[src/rtl/relu_pkg.sv]
`default_nettype none
// +----------------------------------------------------------------------+
// | relu_pkg                                                             |
// | Shared types and helpers for the sequential P-lane ReLU block.       |
// | Rev 1.0 - initial release                                            |
// +----------------------------------------------------------------------+
package relu_pkg;

    typedef enum logic [1:0] {
        IDLE = 2'd0,
        RUN  = 2'd1,
        DONE = 2'd2
    } state_t;

    // Number of set bits; callers zero-extend vectors of up to 64 bits.
    function automatic int unsigned popcount(input logic [63:0] v);
        int unsigned n;
        n = 0;
        for (int i = 0; i < 64; i++) begin
            n += {31'd0, v[i]};
        end
        return n;
    endfunction

    function automatic int unsigned group_count(input int unsigned m, input int unsigned p);
        return m / p;
    endfunction

    function automatic int unsigned count_width(input int unsigned m);
        return $clog2(m + 1);
    endfunction

endpackage
`default_nettype wire

[src/rtl/relu_vec_lane.sv]
`default_nettype none
// +----------------------------------------------------------------------+
// | relu_lane                                                            |
// | One lane: reconstruct x = r1 + e, ReLU on the carry, re-mask with r2.|
// | Rev 1.0 - initial release                                            |
// +----------------------------------------------------------------------+
module relu_lane #(
    parameter int N = 32
) (
    input  logic [N-1:0] i_r1,
    input  logic [N-1:0] i_r2,
    input  logic [N-1:0] i_e,
    output logic [N-1:0] o_lane,
    output logic         o_pos
);

    logic [N:0]   w_sum;
    logic [N-1:0] w_relu;

    // Offset encoding: the carry out of r1 + e marks a non-negative value.
    assign w_sum  = {1'b0, i_r1} + {1'b0, i_e};
    assign w_relu = w_sum[N] ? w_sum[N-1:0] : '0;
    assign o_lane = w_relu + i_r2;
    assign o_pos  = w_sum[N];

endmodule
`default_nettype wire

[src/rtl/relu_vec.sv]
`default_nettype none
// +----------------------------------------------------------------------+
// | relu_vec                                                             |
// | Latches M secret-shared lanes and applies masked ReLU P lanes/cycle. |
// | Rev 1.0 - initial release                                            |
// +----------------------------------------------------------------------+
module relu_vec
    import relu_pkg::*;
#(
    parameter int N = 32,
    parameter int M = 8,
    parameter int P = 2
) (
    input  logic                     clk,
    input  logic                     rst,
    input  logic                     start,
    input  logic [2*M*N-1:0]         g_input,
    input  logic [M*N-1:0]           e_input,
    output logic [M*N-1:0]           o,
    output logic                     busy,
    output logic                     done,
    output logic [$clog2(M+1)-1:0]   pos_count
);

    localparam int c_groups = int'(group_count(M, P));
    localparam int c_cw     = int'(count_width(M));
    localparam int c_gw     = (c_groups > 1) ? $clog2(c_groups) : 1;

    if ((M % P != 0) || (P > 64)) begin : g_param_check
        $error("relu_vec: M must be a multiple of P and P must not exceed 64");
    end

    state_t             r_state_q, w_state_d;
    logic [2*M*N-1:0]   r_g_q, w_g_d;
    logic [M*N-1:0]     r_e_q, w_e_d;
    logic [M*N-1:0]     r_o_q, w_o_d;
    logic [c_cw-1:0]    r_pos_q, w_pos_d;
    logic [c_gw-1:0]    r_grp_q, w_grp_d;
    logic               r_busy_q, w_busy_d;
    logic               r_done_q, w_done_d;

    logic [N-1:0]       w_r1     [P];
    logic [N-1:0]       w_r2     [P];
    logic [N-1:0]       w_e      [P];
    logic [N-1:0]       w_lane_o [P];
    logic [P-1:0]       w_pos_vec;
    int                 w_lane0;

    assign w_lane0 = int'(r_grp_q) * P;

    for (genvar j = 0; j < P; j++) begin : g_lane
        assign w_r1[j] = r_g_q[(w_lane0 + j)*2*N + N +: N];
        assign w_r2[j] = r_g_q[(w_lane0 + j)*2*N +: N];
        assign w_e[j]  = r_e_q[(w_lane0 + j)*N +: N];

        relu_lane #(.N(N)) u_lane (
            .i_r1   (w_r1[j]),
            .i_r2   (w_r2[j]),
            .i_e    (w_e[j]),
            .o_lane (w_lane_o[j]),
            .o_pos  (w_pos_vec[j])
        );
    end

    always_comb begin
        w_state_d = r_state_q;
        w_g_d     = r_g_q;
        w_e_d     = r_e_q;
        w_o_d     = r_o_q;
        w_pos_d   = r_pos_q;
        w_grp_d   = r_grp_q;
        w_busy_d  = r_busy_q;
        w_done_d  = 1'b0;
        case (r_state_q)
            IDLE: begin
                if (start) begin
                    w_g_d     = g_input;
                    w_e_d     = e_input;
                    w_pos_d   = '0;
                    w_grp_d   = '0;
                    w_busy_d  = 1'b1;
                    w_state_d = RUN;
                end
            end
            RUN: begin
                for (int j = 0; j < P; j++) begin
                    w_o_d[(w_lane0 + j)*N +: N] = w_lane_o[j];
                end
                w_pos_d = r_pos_q + c_cw'(popcount(64'(w_pos_vec)));
                // Done is registered so it lines up with the DONE state cycle.
                if (r_grp_q == c_gw'(c_groups - 1)) begin
                    w_state_d = DONE;
                    w_done_d  = 1'b1;
                end else begin
                    w_grp_d = r_grp_q + c_gw'(1);
                end
            end
            DONE: begin
                w_busy_d  = 1'b0;
                w_state_d = IDLE;
            end
            default: begin
                w_busy_d  = 1'b0;
                w_state_d = IDLE;
            end
        endcase
    end

    always_ff @(posedge clk) begin
        if (rst) begin
            r_state_q <= IDLE;
            r_g_q     <= '0;
            r_e_q     <= '0;
            r_o_q     <= '0;
            r_pos_q   <= '0;
            r_grp_q   <= '0;
            r_busy_q  <= 1'b0;
            r_done_q  <= 1'b0;
        end else begin
            r_state_q <= w_state_d;
            r_g_q     <= w_g_d;
            r_e_q     <= w_e_d;
            r_o_q     <= w_o_d;
            r_pos_q   <= w_pos_d;
            r_grp_q   <= w_grp_d;
            r_busy_q  <= w_busy_d;
            r_done_q  <= w_done_d;
        end
    end

    assign o         = r_o_q;
    assign busy      = r_busy_q;
    assign done      = r_done_q;
    assign pos_count = r_pos_q;

endmodule
`default_nettype wire

[config.mk]
export PLATFORM = sky130hd
export DESIGN_NAME = relu_vec
export DESIGN_NICKNAME = d
export VERILOG_FILES = /design/src/rtl/relu_pkg.sv /design/src/rtl/relu_vec_lane.sv /design/src/rtl/relu_vec.sv
export SDC_FILE = /design/constraint.sdc
export NUM_CORES = 2
export LEC_CHECK = 0
export ABC_AREA = 1
export CAP_MARGIN = 30
export CORE_MARGIN = 2
export CORE_UTILIZATION = 24
export CTS_BUF_LIST = sky130_fd_sc_hd__clkbuf_16
export CTS_CLUSTER_DIAMETER = 30
export DETAILED_ROUTE_END_ITERATION = 8
export GPL_TIMING_DRIVEN = 0
export SYNTH_ARGS = -nofsm -noshare
export SYNTH_HDL_FRONTEND = slang
export SYNTH_HIERARCHICAL = 1
export SYNTH_SLANG_ARGS = --single-unit
[constraint.sdc]
create_clock -name clk -period 6.35 [get_ports clk]
set_input_delay 1.27 -clock clk [delete_from_list [all_inputs] [get_ports clk]]
set_output_delay 1.27 -clock clk [all_outputs]
set_load 0.02 [all_outputs]
==> results.md <==
- Status: completed
- Dominant cell type by area after synthesis: sky130_fd_sc_hd__dfxtp_1
- Die W: 462 microns
- Async set or reset register ratio after synthesis: 0%
- Clock Tree Root: sky130_fd_sc_hd__clkbuf_16
- Routed wire length: around 360 mm
- Share of layout cells above drive strength 1: 10.7%
- Number of nets in the final layout: 9,821
- Buffer levels on the longest clock path: 4
- Max Clock Skew: between 0.1 and 0.15 ns
- Starting DRT DRC Count: 6,541
- Most repeated cell in the gate-level netlist after synthesis: sky130_fd_sc_hd__nor2_1
- Clock input transition at the sequential cells of the worst setup and hold paths: roughly 0.04 ns
- Cell area power density: 368 nW/um^2
- Hold violation total from the final report: 0
- Number of enable flip-flop cells after synthesis: 0
- Number of nets produced by synthesis: 8,404
- Global Route Usage Sum: between 30% and 40%
- Number of buffers created by CTS: 293
- Number of global-route vias before repair: 58,470
- Max-slew violations: 0
- Worst slew slack as a fraction of its limit: 16.6%
- Area of the core region: roughly 210,000 sq um
- Cell Rows: 168
- Setup Slack @ Placement: -1.66 ns
- Hpwl dp: 294 mm
- Vias/cell: 5.08
- Util after Layout: 36.4%
- Most area-consuming cells after synthesis: sky130_fd_sc_hd__dfxtp_1 41%, sky130_fd_sc_hd__nor2_1 17%, sky130_fd_sc_hd__o21ai_0 13%
- Post-synthesis sequential element count: about 1,000
- Primary FF master, synth: sky130_fd_sc_hd__dfxtp_1
- Setup violation total in the final timing report: 0
- Hold Buf Count CTS: 0
- Via total after detailed routing: 60,827
- Boundary pin count: 1,033
- Fraction of synthesized cell area taken by the top area cell type: 41.0%
- Maximum fanout count along the critical path: 10
- Crit. End Element: register
- DIE AREA: 214,000 sq um
- Minimum setup slack in the final design: 0.122 ns
- Worst hold-check path type: register to register
- Synth-to-Final Area Change: 51.1%
- Final Hold Slack: 0.466 ns
- RSZ-0062 raised after global routing: yes
- Area of the mapped netlist: 50,400 sq um
- Number of antenna violations at the first check in global routing: 127
- Data required, critical path: 7.17 ns
- TritonCTS clock tree: built
- Remaining antenna violation count after routing: 0
- Number of I/O port buffers: 1,032
- Max frequency: around 0.16 GHz
- Final critical-path required period: 6.23 ns
- Distinct cell type count of the synthesized netlist: 43
- # H-tree levels: 5
- Commonest cells in the synthesized netlist: 2,307 x sky130_fd_sc_hd__nor2_1, 1,322 x sky130_fd_sc_hd__o21ai_0, 1,034 x sky130_fd_sc_hd__dfxtp_1
- Largest vdd supply drop: 291 uV
- Syn Inst Count: between 7,000 and 8,000
- DRC violation count after routing: 0
- Setup crit start kind: register
- Worst Hold Path Cells: 2
- Total instance count after detailed placement: between 10,000 and 15,000
- Count of max-cap constraint violations: 0
- Placer's final routability congestion estimate: ~1
- Leftover overflow at the end of global routing: 0
- Die Height: 462 microns
- Number of search-and-repair iterations in the first detailed-routing pass: 8
- Final-layout fill cell count: 22,200
- Post-synthesis sequential area ratio: between 40 and 50%
- Starting utilization of the core area: about 24%
- Reported leakage power: around 32 nW
- Clock insertion delay at the later pin of the skew report: 0.96 ns
- Yosys synthesis warning count: 6
- Data arrival time of the critical path: 7.04 ns
- Transition time at the pin with the least slew margin: about 1.3 ns
- Number of sinks handled by clock tree synthesis: 1,034
- First-pass GRT wire length: about 480 mm
- Avg Cell Area, Syn: 6.73 sq um
- Routed len/inst: 29.9 microns
- Class of the most critical setup path: register to register
- Worst R2R Path Depth: 27
- Final instance area: ~76,000 sq um
- Largest net degree at the start of global routing: 17
- Number of non-filler instances in the completed layout: 11,981
- Dpl cell area: 65,500 sq um
- Post-route fraction of the period consumed by the critical path: 98.1%
## logic make-up after synthesis
family	count (synthesis)	share of synthesized area (%)
simple gates	3470	26.9
compound gates	1913	19.8
flops	1034	41.0
buf+inv	854	7.27
fa+ha+maj	140	3.55
xor+xnor	82	1.42
## per-layer routing
| layer | up-vias | GRT usage, % | wire length (microns) |
|---|---|---|---|
| li1 | 27462 | - | - |
| met1 | 28905 | 39.4 | 145000 |
| met2 | 3558 | 50.7 | 158000 |
| met3 | 852 | 7.24 | 29500 |
| met4 | 50 | 19.8 | 24600 |
| met5 | - | 0 | 315 |
## through the flow
step / power [W] / setup TNS (ns)
2_1_floorplan: 0.0102 / 0
3_3_place_gp: 0.0133 / -315.58
5_1_grt: 0.0289 / -0.00113
6_report: 0.0281 / 0
4_1_cts: 0.0278 / 0
3_5_place_dp: 0.0135 / -198.31
## timing repair
item                                   4_1_cts  5_1_grt
resized for setup                          143      194
cloned                                       0        1
setup endpoints to repair                  245      189
buffers inserted                             1       10
pin swaps                                    0        8
endpoints found under the hold margin        0        0
## cell type report
type / count / area (sq um) / area share, %
diodes: 62 / 155 / 0.204
plain buffers: 501 / 2650 / 3.47
clock buffers: 298 / 7460 / 9.78
clock inverters: 201 / 2010 / 2.64
inverters: 352 / 1330 / 1.74
multi-input cells: 5605 / 26700 / 35.0
flip-flops and latches: 1034 / 20700 / 27.2
well taps: 2805 / 3510 / 4.60
repair buffers: 1123 / 11700 / 15.4
## placed cells by master (no fill, tap or decap), drive strengths merged, types with 4 or more instances in the layout
master	Yosys	layout
nor2	2348	2348
a21oi	341	341
o21ai	1342	1342
dfxtp	1034	1034
bufinv	0	38
diode	0	62
clkdlybuf4s50	0	1032
o21a	5	5
nor3	41	41
nand3	167	167
nor3b	4	4
buf	187	287
nand2	888	888
a211oi	7	7
nand4	16	16
clkbuf	315	603
inv	351	396
xor2	48	48
clkinvlp	0	19
a21o	6	6
o21bai	6	6
clkinv	1	100
ha	135	135
xnor2	34	34
fa	5	5
a31oi	9	9
o22ai	192	192
## flip-flops by register name (all words and copies together) (netlist names)
name and cells:
r_g_q 512, o 256, r_e_q 256, pos_count 4
r_grp_q 2, r_state_q 2, busy 1, done 1
## worst paths after layout
check                             end                     from  slack (ns)
hold reg to reg   o[216]$_SDFFE_PP0P_      o[216]$_SDFFE_PP0P_        0.47
hold / removal    o[216]$_SDFFE_PP0P_      o[216]$_SDFFE_PP0P_        0.47
setup / recovery  o[212]$_SDFFE_PP0P_  r_grp_q[1]$_SDFFE_PP0P_        0.12
setup reg to reg  o[212]$_SDFFE_PP0P_  r_grp_q[1]$_SDFFE_PP0P_        0.12
## worst max-delay path: stages (launching register included)
cell	delay, ns
sky130_fd_sc_hd__dfxtp_4	0.42
sky130_fd_sc_hd__inv_4	0.24
sky130_fd_sc_hd__buf_6	0.27
sky130_fd_sc_hd__clkbuf_2	0.35
sky130_fd_sc_hd__o21ai_0	0.16
sky130_fd_sc_hd__o22ai_1	0.28
sky130_fd_sc_hd__ha_1	0.37
sky130_fd_sc_hd__a21oi_1	0.35
sky130_fd_sc_hd__o21ai_0	0.22
sky130_fd_sc_hd__nand2_1	0.12
sky130_fd_sc_hd__a21oi_1	0.06
sky130_fd_sc_hd__nor2_1	0.20
sky130_fd_sc_hd__nand2_4	0.13
sky130_fd_sc_hd__inv_2	0.11
sky130_fd_sc_hd__buf_6	0.18
sky130_fd_sc_hd__nor2_2	0.08
sky130_fd_sc_hd__ha_1	0.43
sky130_fd_sc_hd__nand2_1	0.13
sky130_fd_sc_hd__nor2_1	0.24
sky130_fd_sc_hd__inv_1	0.09
sky130_fd_sc_hd__nor2_1	0.14
sky130_fd_sc_hd__nand4_1	0.14
sky130_fd_sc_hd__nand3_2	0.18
sky130_fd_sc_hd__xor2_2	0.42
sky130_fd_sc_hd__nand2_1	0.22
sky130_fd_sc_hd__nor2_1	0.19
sky130_fd_sc_hd__nand2_1	0.15
sky130_fd_sc_hd__a21oi_1	0.16
## power breakdown
group	leakage [nW]	switching, W	internal (W)
logic	19.1	0.00438	0.00203
registers	8.52	0.000364	0.00700
clock network	4.75	0.00439	0.00991
total	32.3	0.00914	0.0189
Power figures use the tool's default switching activity.
